===== src/rtl/instr_entry.sv =====
// Board-input front end: debounces the two DE2 keys, captures the slide-switch
// word on each load press into a small FWFT FIFO drained by the core via valid/ready.
module instr_entry #(
    parameter int DATA_W    = 16,
    parameter int DEPTH     = 4,
    parameter int DB_CYCLES = 50000
) (
    input  logic                     Clock,
    input  logic                     Resetn,
    input  logic [1:0]               KEYn,
    input  logic [DATA_W-1:0]        SW,
    output logic [DATA_W-1:0]        instr_out,
    output logic                     instr_valid,
    input  logic                     instr_ready,
    output logic [$clog2(DEPTH):0]   count,
    output logic                     full,
    output logic                     overflow
);

    localparam int PTR_W = $clog2(DEPTH);
    localparam int CNT_W = (DB_CYCLES > 1) ? $clog2(DB_CYCLES) : 1;
    localparam logic [CNT_W-1:0] DB_LAST = CNT_W'(DB_CYCLES - 1);
    localparam logic [PTR_W:0]   DEPTH_C = (PTR_W + 1)'(DEPTH);

    logic [1:0]        sync1_q, sync2_q;
    logic [1:0]        db_q, db_d;
    logic [CNT_W-1:0]  dbcnt_q [2];
    logic [CNT_W-1:0]  dbcnt_d [2];
    logic [1:0]        press_s;

    logic [DATA_W-1:0] mem_q [DEPTH];
    logic [PTR_W-1:0]  wr_ptr_q, wr_ptr_d, rd_ptr_q, rd_ptr_d;
    logic [PTR_W:0]    count_q, count_d;
    logic              ovf_q, ovf_d;
    logic              flush_s, load_s, pop_s, push_s;

    // Debounce: a level is accepted only after DB_CYCLES consecutive differing samples
    always_comb begin
        db_d    = db_q;
        press_s = 2'b00;
        for (int k = 0; k < 2; k++) begin
            dbcnt_d[k] = '0;
            if (sync2_q[k] == db_q[k]) begin
                dbcnt_d[k] = '0;
            end else if (dbcnt_q[k] == DB_LAST) begin
                db_d[k]    = sync2_q[k];
                dbcnt_d[k] = '0;
                press_s[k] = ~sync2_q[k];
            end else begin
                dbcnt_d[k] = dbcnt_q[k] + CNT_W'(1);
            end
        end
    end

    // FIFO control; flush overrides any same-cycle load or pop
    always_comb begin
        flush_s  = press_s[1];
        load_s   = press_s[0] & ~flush_s;
        pop_s    = instr_valid & instr_ready & ~flush_s;
        push_s   = load_s & (~full | pop_s);
        wr_ptr_d = wr_ptr_q;
        rd_ptr_d = rd_ptr_q;
        count_d  = count_q;
        ovf_d    = ovf_q;
        if (flush_s) begin
            wr_ptr_d = '0;
            rd_ptr_d = '0;
            count_d  = '0;
            ovf_d    = 1'b0;
        end else begin
            if (push_s) wr_ptr_d = wr_ptr_q + PTR_W'(1);
            else        wr_ptr_d = wr_ptr_q;
            if (pop_s)  rd_ptr_d = rd_ptr_q + PTR_W'(1);
            else        rd_ptr_d = rd_ptr_q;
            case ({push_s, pop_s})
                2'b10:   count_d = count_q + (PTR_W + 1)'(1);
                2'b01:   count_d = count_q - (PTR_W + 1)'(1);
                default: count_d = count_q;
            endcase
            if (load_s & full & ~pop_s) ovf_d = 1'b1;
            else                        ovf_d = ovf_q;
        end
    end

    // Key synchronizer and debounce state; released (1) out of reset
    always_ff @(posedge Clock or negedge Resetn) begin
        if (!Resetn) begin
            sync1_q <= 2'b11;
            sync2_q <= 2'b11;
            db_q    <= 2'b11;
            for (int k = 0; k < 2; k++) dbcnt_q[k] <= '0;
        end else begin
            sync1_q <= KEYn;
            sync2_q <= sync1_q;
            db_q    <= db_d;
            for (int k = 0; k < 2; k++) dbcnt_q[k] <= dbcnt_d[k];
        end
    end

    // FIFO storage, pointers, occupancy and sticky overflow
    always_ff @(posedge Clock or negedge Resetn) begin
        if (!Resetn) begin
            for (int i = 0; i < DEPTH; i++) mem_q[i] <= '0;
            wr_ptr_q <= '0;
            rd_ptr_q <= '0;
            count_q  <= '0;
            ovf_q    <= 1'b0;
        end else begin
            if (push_s) mem_q[wr_ptr_q] <= SW;
            wr_ptr_q <= wr_ptr_d;
            rd_ptr_q <= rd_ptr_d;
            count_q  <= count_d;
            ovf_q    <= ovf_d;
        end
    end

    assign instr_out   = mem_q[rd_ptr_q];
    assign instr_valid = (count_q != '0);
    assign full        = (count_q == DEPTH_C);
    assign count       = count_q;
    assign overflow    = ovf_q;

endmodule


===== config.mk =====
export PLATFORM = sky130hd
export DESIGN_NAME = instr_entry
export DESIGN_NICKNAME = d
export VERILOG_FILES = /design/src/rtl/instr_entry.sv
export SDC_FILE = /design/constraint.sdc
export NUM_CORES = 1
export LEC_CHECK = 0
export BUFFER_PORTS_ARGS = -buffer_cell sky130_fd_sc_hd__buf_4
export CORE_ASPECT_RATIO = 0.6
export CORE_MARGIN = 4
export CORE_UTILIZATION = 55
export CTS_CLUSTER_DIAMETER = 120
export DETAILED_ROUTE_END_ITERATION = 16
export PLACE_DENSITY_LB_ADDON = 0.12
export REMOVE_ABC_BUFFERS = 1
export SKIP_LAST_GASP = 1
export SLEW_MARGIN = 0
export SYNTH_ARGS = -nofsm -noshare
export SYNTH_HDL_FRONTEND = slang
export SYNTH_SLANG_ARGS = --single-unit

===== constraint.sdc =====
create_clock -name Clock -period 3.1 [get_ports Clock]
set_input_delay 0.62 -clock Clock [delete_from_list [all_inputs] [get_ports Clock]]
set_output_delay 0.62 -clock Clock [all_outputs]
set_load 0.01 [all_outputs]

==> flow_summary.ini, run 1 <==
[run_status]
outcome = finished clean

[power_and_ir_drop]
power_leakage_nw = 2.783
power_density_nw_per_um2 = 568.1
ir_worst_vdd_uv = 326.5

[clock_network]
postCtsSetupBuffers = 0
htree_levels = 3
cts_tree = yes
clkLatencyLatePin_ns = 0.35
cts_root_buf = clkbuf_16
cts_sinks = 110
cts_hold_buf = 0
cts_buffers = 9
clk_pin_slew_ns = 0.07
cts_buffer_depth = 2
post_cts_resized = 0

[cells_and_area]
n_antenna_cell = 0
fillerInstances = 651
ff_latch_area_um2 = 2760
multi_input_area_um2 = 2138
drive_above_1_share_pct = 38.35
area_growth_pct = 15.84
layout.nets = 448

[worst_setup_path]
cp-end-kind = flop
crit_type = reg -> reg
worstPathArrival_ns = 2.90
crit_fanout = 16
worst_ep_required_time_ns = 3.33
timing.critical_path.from_type = flop

[timing]
rsz0062_at_grt = no
skew_ns = 0.007182
fmax_mhz = 374.8
post-route-period-util_pct = 86.06
layout_min_cycle_time_ns = 2.668
worstMarginPinSlew_ns = 1.136
holdWs_ns = 0.3101
fin_tns_setup_ns = 0
drv_slew = 0
setup_viol = 0
finalHoldViolations = 0
max_slew_margin_pct = 24.08

[drt]
dr_wl_met3_um = 439
first_pass_iters = 4
wl_met2_mm = 3.901
wl_per_cell_um = 17.08
drc = 0
vias_per_cell = 5.531
drt_iter0_markers = 119
dr_total_vias = 2970
wirelength_mm = 9.171
met1_length_mm = 4.738
ant_nets = 0
top_layer_used = met4

[die]
num_rows = 26
ioPinCount = 43
die_w_um = 131.2
core_area_um2 = 8686
initial_utilization_pct = 57.66
die_h_um = 81.92
die_area_um2 = 10750

[synth]
synth.distinct_cells = 41
yosys_warnings = 0
syn_area_um2 = 5009
netlist_instances = 371
seq_area_frac_synth_pct = 55.11
syn_area_per_cell_um2 = 13.50
ys_seq_elements = 110

[grt]
grt_pass1_vias = 2989
grt_pass1_wl_mm = 15.48
grt_use_total_pct = 18.56
antenna_found_initial = 0
grt_max_degree = 55
grt_overflow = 0

[flow_run]
cap_violations = 0

[placement]
port_buffers = 42
place_hpwl_mm = 6.248
gp_congestion = 0.7564

[min_path]
hp-class = in -> async
## cells in the final DEF (no fill, tap or decap), drive strengths merged, types with 2 or more instances in the layout
master	netlist	final
dfrtp	104	104
mux2	66	66
buf	6	49
nor2	44	44
xnor2	17	17
mux4	16	16
nand3	16	16
xor2	14	14
nand2	12	12
inv	10	11
clkbuf	5	10
and3	6	6
ha	6	6
dfstp	6	6
nor3	5	5
a21oi	4	4
nand4	3	3
or3	3	3
nor4b	3	3
mux2i	3	3
or3b	3	3
o21ai	2	2
nor2b	2	2
nor4bb	2	2
and4	2	2
and2	2	2
bufinv	0	2
clkinv	0	2
## worst max-delay path: stages, from the launching register on
cell,delay [ns]
dfrtp_1,0.42
ha_1,0.23
nand3_1,0.15
or3b_4,0.46
nor3_4,0.36
nand3_2,0.49
mux2_2,0.45
## synth_stat cells
library cell,number,area [um2]
nand3_2,4,40.04
a21oi_1,4,20.02
buf_6,4,45.04
o21ai_0,2,10.01
o21bai_1,1,7.510
nand3_1,12,60.06
or3b_2,2,17.52
and3_1,6,37.54
dfrtp_1,104,2603
nor4bb_1,2,20.02
a21bo_2,1,10.01
buf_2,1,5.000
nor2_1,44,165.2
a21o_1,1,7.510
and4_1,2,17.52
dfstp_2,6,157.7
fa_1,1,20.02
nor4b_1,3,26.28
mux2i_1,3,30.03
mux2_4,2,30.03
xor2_1,14,122.6
nor3_4,1,16.27
xnor2_1,17,148.9
nor4_1,1,6.260
or4_1,1,7.510
mux4_2,16,360.4
nand2b_1,1,6.260
nand4_1,3,18.77
nor3_1,4,20.02
or2_2,1,6.260
and4b_1,1,10.01
nand2_1,12,45.04
or3b_4,1,11.26
clkbuf_1,5,18.77
ha_1,6,75.07
nor2b_1,2,12.51
buf_1,1,3.750
inv_1,10,37.54
and2_1,2,12.51
or3_1,3,18.77
mux2_2,64,720.7
## cell type report
| class | instances | area share, % |
|---|---|---|
| Sequential cell | 110 | 47.57 |
| Multi-Input combinational cell | 240 | 36.86 |
| Timing Repair Buffer | 49 | 6.772 |
| Clock inverter | 6 | 1.617 |
| Clock buffer | 10 | 4.119 |
| Inverter | 10 | 0.6470 |
| Tap cell | 112 | 2.415 |
## metrics by stage
stage | instance area (um2) | worst slack [ns] | utilization (%) | power [mW] | std cells
2_1_floorplan | 4936 | 0.5930 | - | 1.845 | 360
3_3_place_gp | 5469 | 0.5377 | 62.96 | 2.059 | 521
3_5_place_dp | 5469 | 0.4424 | 62.96 | 2.075 | 521
4_1_cts | 5802 | 0.4287 | 66.80 | 3.335 | 537
5_1_grt | 5802 | 0.2759 | 66.80 | 3.445 | 537
6_report | 5802 | 0.4322 | 66.80 | 3.296 | 537
## routing by layer
| layer | vias to the layer above | GRT usage [%] |
|---|---|---|
| li1 | 1405 | - |
| met1 | 1497 | 27.80 |
| met2 | 59 | 26.34 |
| met3 | 9 | 5.753 |
| met4 | 0 | 5.031 |
| met5 | - | 0 |
## power by group
| part | internal (mW) | switching, mW | leakage (nW) | total [mW] |
|---|---|---|---|---|
| combinational | 0.243 | 0.197 | 1.13 | 0.441 |
| sequential | 1.48 | 0.121 | 1.50 | 1.60 |
| clock | 0.736 | 0.519 | 0.159 | 1.25 |
| total | 2.46 | 0.838 | 2.78 | 3.30 |
## cells by family (layout without fill, tap and decap cells)
kind of cell	after synthesis	count (layout)	synth area share [%]
buffers and inverters	21	75	2.198
AO/OA/AOI/OAI	9	9	1.099
adder cells (fa/ha/maj)	7	7	1.899
XOR/XNOR	31	31	5.421
AND/OR/NAND/NOR	108	108	11.49
flip-flops	110	110	55.11
multiplexers	85	85	22.78
## flip-flops by register name (all words and copies together), names as in the netlist
register and cells:
sync1_q 2, count 3, overflow 1, mem_q 64, wr_ptr_q 2, rd_ptr_q 2, sync2_q 2, db_q 2
dbcnt_q 32
## worst paths after layout
check	slack, ns	startpoint	depth (start not counted)	end
max in group asynchronous	2.06	Resetn	2	mem_q[41]
min in group Clock	0.36	sync1_q[0]	0	sync2_q[0]
worst min register to register	0.36	sync1_q[0]	0	sync2_q[0]
worst min-delay path	0.31	Resetn	1	dbcnt_q[25]
worst max register to register	0.43	dbcnt_q[16]	6	mem_q[30]
worst max-delay path	0.43	dbcnt_q[16]	6	mem_q[30]
No activity file was read; power rests on OpenSTA's default activity.
==> inputs of run 2 (changes only) <==
--- a/config.mk
+++ b/config.mk
@@ -6,9 +6,11 @@
 export NUM_CORES = 1
 export LEC_CHECK = 0
 export BUFFER_PORTS_ARGS = -buffer_cell sky130_fd_sc_hd__buf_4
+export CELL_PAD_IN_SITES_DETAIL_PLACEMENT = 1
+export CELL_PAD_IN_SITES_GLOBAL_PLACEMENT = 1
 export CORE_ASPECT_RATIO = 0.6
 export CORE_MARGIN = 4
-export CORE_UTILIZATION = 55
+export CORE_UTILIZATION = 49
 export CTS_CLUSTER_DIAMETER = 120
 export DETAILED_ROUTE_END_ITERATION = 16
 export PLACE_DENSITY_LB_ADDON = 0.12
==> run 2 against run 1 <==
Fmax rose by 0.57%; hold slack got worse by 0.073 ns; sequential power fell by 3%; cell count rose by 4.7%.
==> flow_summary.ini, run 2 (synthesis results as in run 1) <==
[clock_network]
cts_buffer_depth = 2
post_cts_resized = 0
htree_levels = 3
postCtsSetupBuffers = 0
cts_sinks = 110
cts_hold_buf = 0
clk_pin_slew_ns = 0.08
clkLatencyLatePin_ns = 0.35
cts_tree = yes
cts_root_buf = clkbuf_16
cts_buffers = 9

[placement]
place_hpwl_mm = 7.482
gp_congestion = 0.7552
place_ws_ns = 0.4449
port_buffers = 42
dp_cells = 546

[worst_setup_path]
crit_type = reg -> reg
worstPathArrival_ns = 2.88
worst_ep_required_time_ns = 3.33
timing.critical_path.from_type = flop
crit_fanout = 16
cp-end-kind = flop

[timing]
layout_min_cycle_time_ns = 2.653
fin_tns_setup_ns = 0
finalHoldViolations = 0
drv_slew = 0
rsz0062_at_grt = no
post-route-period-util_pct = 85.57
max_slew_margin_pct = 14.84
setup_slack_ns = 0.4474
fmax_mhz = 377.0
worstMarginPinSlew_ns = 1.275
setup_viol = 0
skew_ns = 0.008579

[die]
die_area_um2 = 11960
die_h_um = 86.32
ioPinCount = 43
num_rows = 28
initial_utilization_pct = 50.52
core_area_um2 = 9915
die_w_um = 138.5

[grt]
antenna_found_initial = 0
global_route.usage.met2_pct = 30.93
grt-busiest-layer = met2
grt_pass1_vias = 3496
grt_use_total_pct = 19.39
grt_overflow = 0
grt_pass1_wl_mm = 18.40
grt_max_degree = 54
grtUsageMet3_pct = 4.851
use_met1_pct = 27.50

[drt]
drt_iter0_markers = 162
ant_nets = 0
first_pass_iters = 4
wirelength_mm = 10.82
vias_per_cell = 5.480
dr_total_vias = 3080
wl_per_cell_um = 19.25
drc = 0

[flow_run]
cap_violations = 0

[cells_and_area]
n_antenna_cell = 0
largest_reg_flops = 64
layout.nets = 450
area_growth_pct = 16.41
top_register = mem_q
instances_no_fill = 562
mostFrequentLayoutCells = 104 x dfrtp_1, 64 x mux2_2, 49 x buf_4
drive_above_1_share_pct = 38.64
layout_commonest_cell = dfrtp_1

[power_and_ir_drop]
power_density_nw_per_um2 = 560.1
ir_worst_vdd_uv = 273.9
power_leakage_nw = 2.788

[min_path]
hp-class = in -> async

[run_status]
outcome = finished clean
-- run 2: worst paths after layout --
check | start | to | slack [ns] | cells after the start
min in group Clock | sync1_q[1] | sync2_q[1] | 0.36 | 0
max in group asynchronous | Resetn | sync1_q[1] | 2.13 | 2
min reg2reg | sync1_q[1] | sync2_q[1] | 0.36 | 0
min | Resetn | mem_q[25] | 0.24 | 1
max reg2reg | dbcnt_q[16] | mem_q[3] | 0.45 | 6
max | dbcnt_q[16] | mem_q[3] | 0.45 | 6
-- run 2: cell type report --
| type | count | area (um2) |
|---|---|---|
| multi-input combinational | 240 | 2138 |
| fill | 975 | 4084 |
| inverter | 10 | 37.54 |
| clock inverter | 7 | 92.59 |
| tap | 135 | 168.9 |
| timing repair buffer | 51 | 407.9 |
| clock buffer | 9 | 225.2 |
| sequential | 110 | 2760 |
-- run 2: critical path: stages, from the launching register on --
cell	delay [ns]
dfrtp_1	0.41
ha_1	0.23
nand3_1	0.15
or3b_4	0.46
nor3_4	0.36
nand3_2	0.47
mux2_4	0.45
-- run 2: through the flow --
step,utilization (%),power [mW],area (um2),hold slack (ns)
final,58.81,3.266,5831,0.2375
after global routing,58.81,3.429,5831,0.2571
after CTS,58.81,3.310,5831,0.2452
after detailed placement,55.60,2.095,5513,0.3481
after global placement,55.60,2.072,5513,0.3458
after floorplan,-,1.845,4936,0.3244
-- run 2: where the power goes --
part	internal [mW]	switching (mW)	leakage [nW]	total [mW]
Sequential	1.48	0.0787	1.50	1.56
Combinational	0.250	0.251	1.13	0.501
Clock	0.648	0.558	0.155	1.21
Total	2.38	0.888	2.79	3.27
-- run 2: layer usage --
layer / share of wire (%) / up-vias
li1: - / 1412
met1: 49 / 1620
met2: 47 / 41
met3: 3.2 / 7
met4: 0.55 / 0
met5: 0 / -
==> inputs of run 3 (changes only) <==
==> constraint.sdc (replaced) <==
create_clock -name Clock -period 3.1 [get_ports Clock]
set_input_delay 0 -clock Clock [delete_from_list [all_inputs] [get_ports Clock]]
set_output_delay 0 -clock Clock [all_outputs]
set_load 0.01 [all_outputs]
==> run 3 against run 2 <==
First-iteration DRC count is 19% lower; highest routed layer unchanged; global-route usage is 0.26 points higher; sequential share of layout area is 1.2 points lower; largest power group unchanged; total power is 1.4% lower; clock skew is 0.00062 ns lower.
==> flow_summary.ini, run 3 (synthesis results as in run 1) <==
[run_status]
outcome = finished clean

[cells_and_area]
top_register = mem_q
drive_above_1_share_pct = 36.49
post-route-util_pct = 60.29
multi_input_area_um2 = 2138
fillerInstances = 961
n_antenna_cell = 0
layout_commonest_cell = dfrtp_1
ff_latch_area_um2 = 2760
layout.nets = 467
area_growth_pct = 19.34
mostFrequentLayoutCells = 104 x dfrtp_1, 64 x mux2_2, 48 x buf_4
largest_reg_flops = 64
design_area_um2 = 5977

[drt]
vias_per_cell = 5.397
ant_nets = 0
first_pass_iters = 4
drt_iter0_markers = 132
dr_total_vias = 3125
wl_per_cell_um = 18.40
drc = 0
wirelength_mm = 10.66

[worst_setup_path]
cp_top_family = simple AND/OR/NAND/NOR gates
worst_ep_required_time_ns = 3.33
worstPathArrival_ns = 2.88
path_cells = ha_1 -> nand3_1 -> or3b_4 -> nor3_4 -> nand3_2 -> mux2_4
cp-end-kind = flop
path_buf_inv = 0
crit_slowest_cell = nand3_2
timing.rr.start = dbcnt_q[16]
cpPeakStageDelay_ns = 0.49
timing.critical_path.from_type = flop
crit_fanout = 16
worstSetupStartpoint = dbcnt_q[16]
crit_type = reg -> reg

[clock_network]
cts_buffers = 9
post_cts_resized = 0
cts_tree = yes
clk_pin_slew_ns = 0.07
clkLatencyLatePin_ns = 0.35
cts_root_buf = clkbuf_16
cts_sinks = 110
htree_levels = 3
cts_buffer_depth = 2

[power_and_ir_drop]
power_leakage_nw = 2.850
power.total_mw = 3.220
ir_worst_vdd_uv = 330.9
power_density_nw_per_um2 = 538.8

[timing]
rsz0062_at_grt = no
layout_min_cycle_time_ns = 2.652
fmax_mhz = 377.1
post-route-period-util_pct = 85.55
worstMarginPinSlew_ns = 1.153
skew_ns = 0.007954
finalHoldViolations = 0
holdWs_ns = 0.06176
fin_tns_setup_ns = 0
drv_slew = 0
max_slew_margin_pct = 22.99
setup_viol = 0

[grt]
antenna_found_initial = 0
grt_use_total_pct = 19.65
grt_max_degree = 63
grt_overflow = 0
grt_pass1_wl_mm = 18.50
grt_pass1_vias = 3397

[flow_run]
cap_violations = 0

[placement]
place_area_um2 = 5485
gp_congestion = 0.7391
port_buffers = 42
place_hpwl_mm = 7.036

[die]
num_rows = 28
initial_utilization_pct = 50.52
die_w_um = 138.5
die_h_um = 86.32
core_area_um2 = 9915
ioPinCount = 43
die_area_um2 = 11960

[min_path]
hp-class = in -> reg
hp-start = instr_ready
run 3: changes by cell type in the layout (fill, tap and decap cells not counted):
cell and change:
clkinv_4 -2, buf_12 -1, inv_6 -2, buf_4 -1
clkinv_8 -1, clkbuf_1 +1, clkbuf_8 +2, inv_8 -1
dlygate4sd3_1 +19, clkinv_2 +3
run 3: per-stage QoR:
stage	setup slack, ns	cells
floorplan	0.5930	360
global placement	0.4971	544
detailed placement	0.4512	544
CTS	0.4346	579
global route	0.2399	579
finish	0.4479	579
run 3: area by class of cell:
cell class,count,area share (%)
clock buffer,12,4.291
timing repair buffer,68,9.546
clock inverter,4,0.7536
inverter,10,0.6280
multi-input combinational,240,35.78
sequential,110,46.18
tap,135,2.826
run 3: worst reg2reg max path, delay by kind of cell, from the launching register on:
kind                       cells  cell delay (ns)
muxes                          1             0.46
DFF                            1             0.41
and+or+nand+nor                4             1.44
adders and majority gates      1             0.23
run 3: routing by layer:
metal	part of all wire [%]	vias to the layer above	GRT usage [%]
met3	3.3	10	5.237
li1	-	1439	-
met1	51	1635	29.23
met2	44	41	29.16
met4	1.0	0	4.574
met5	0	-	0
run 3: where the power goes:
part	internal, mW	switching, mW	leakage, nW
Sequential	1.48	0.114	1.50
Combinational	0.243	0.214	1.20
Clock	0.667	0.503	0.152
Total	2.39	0.831	2.85
run 3: worst paths after layout:
| path | to | slack [ns] | depth (start not counted) |
|---|---|---|---|
| worst max register to register | mem_q[3] | 0.45 | 6 |
| min in group asynchronous | mem_q[41] | 0.29 | 2 |
| worst min register to register | sync2_q[0] | 0.36 | 0 |
| max in group asynchronous | sync1_q[1] | 2.02 | 3 |
| worst min-delay path | overflow | 0.06 | 4 |
| worst max-delay path | mem_q[3] | 0.45 | 6 |
run 3: timing repair:
item	in CTS	in global routing
hold endpoints to repair	123	0
hold buffers	19	0
buffers inserted	0	0
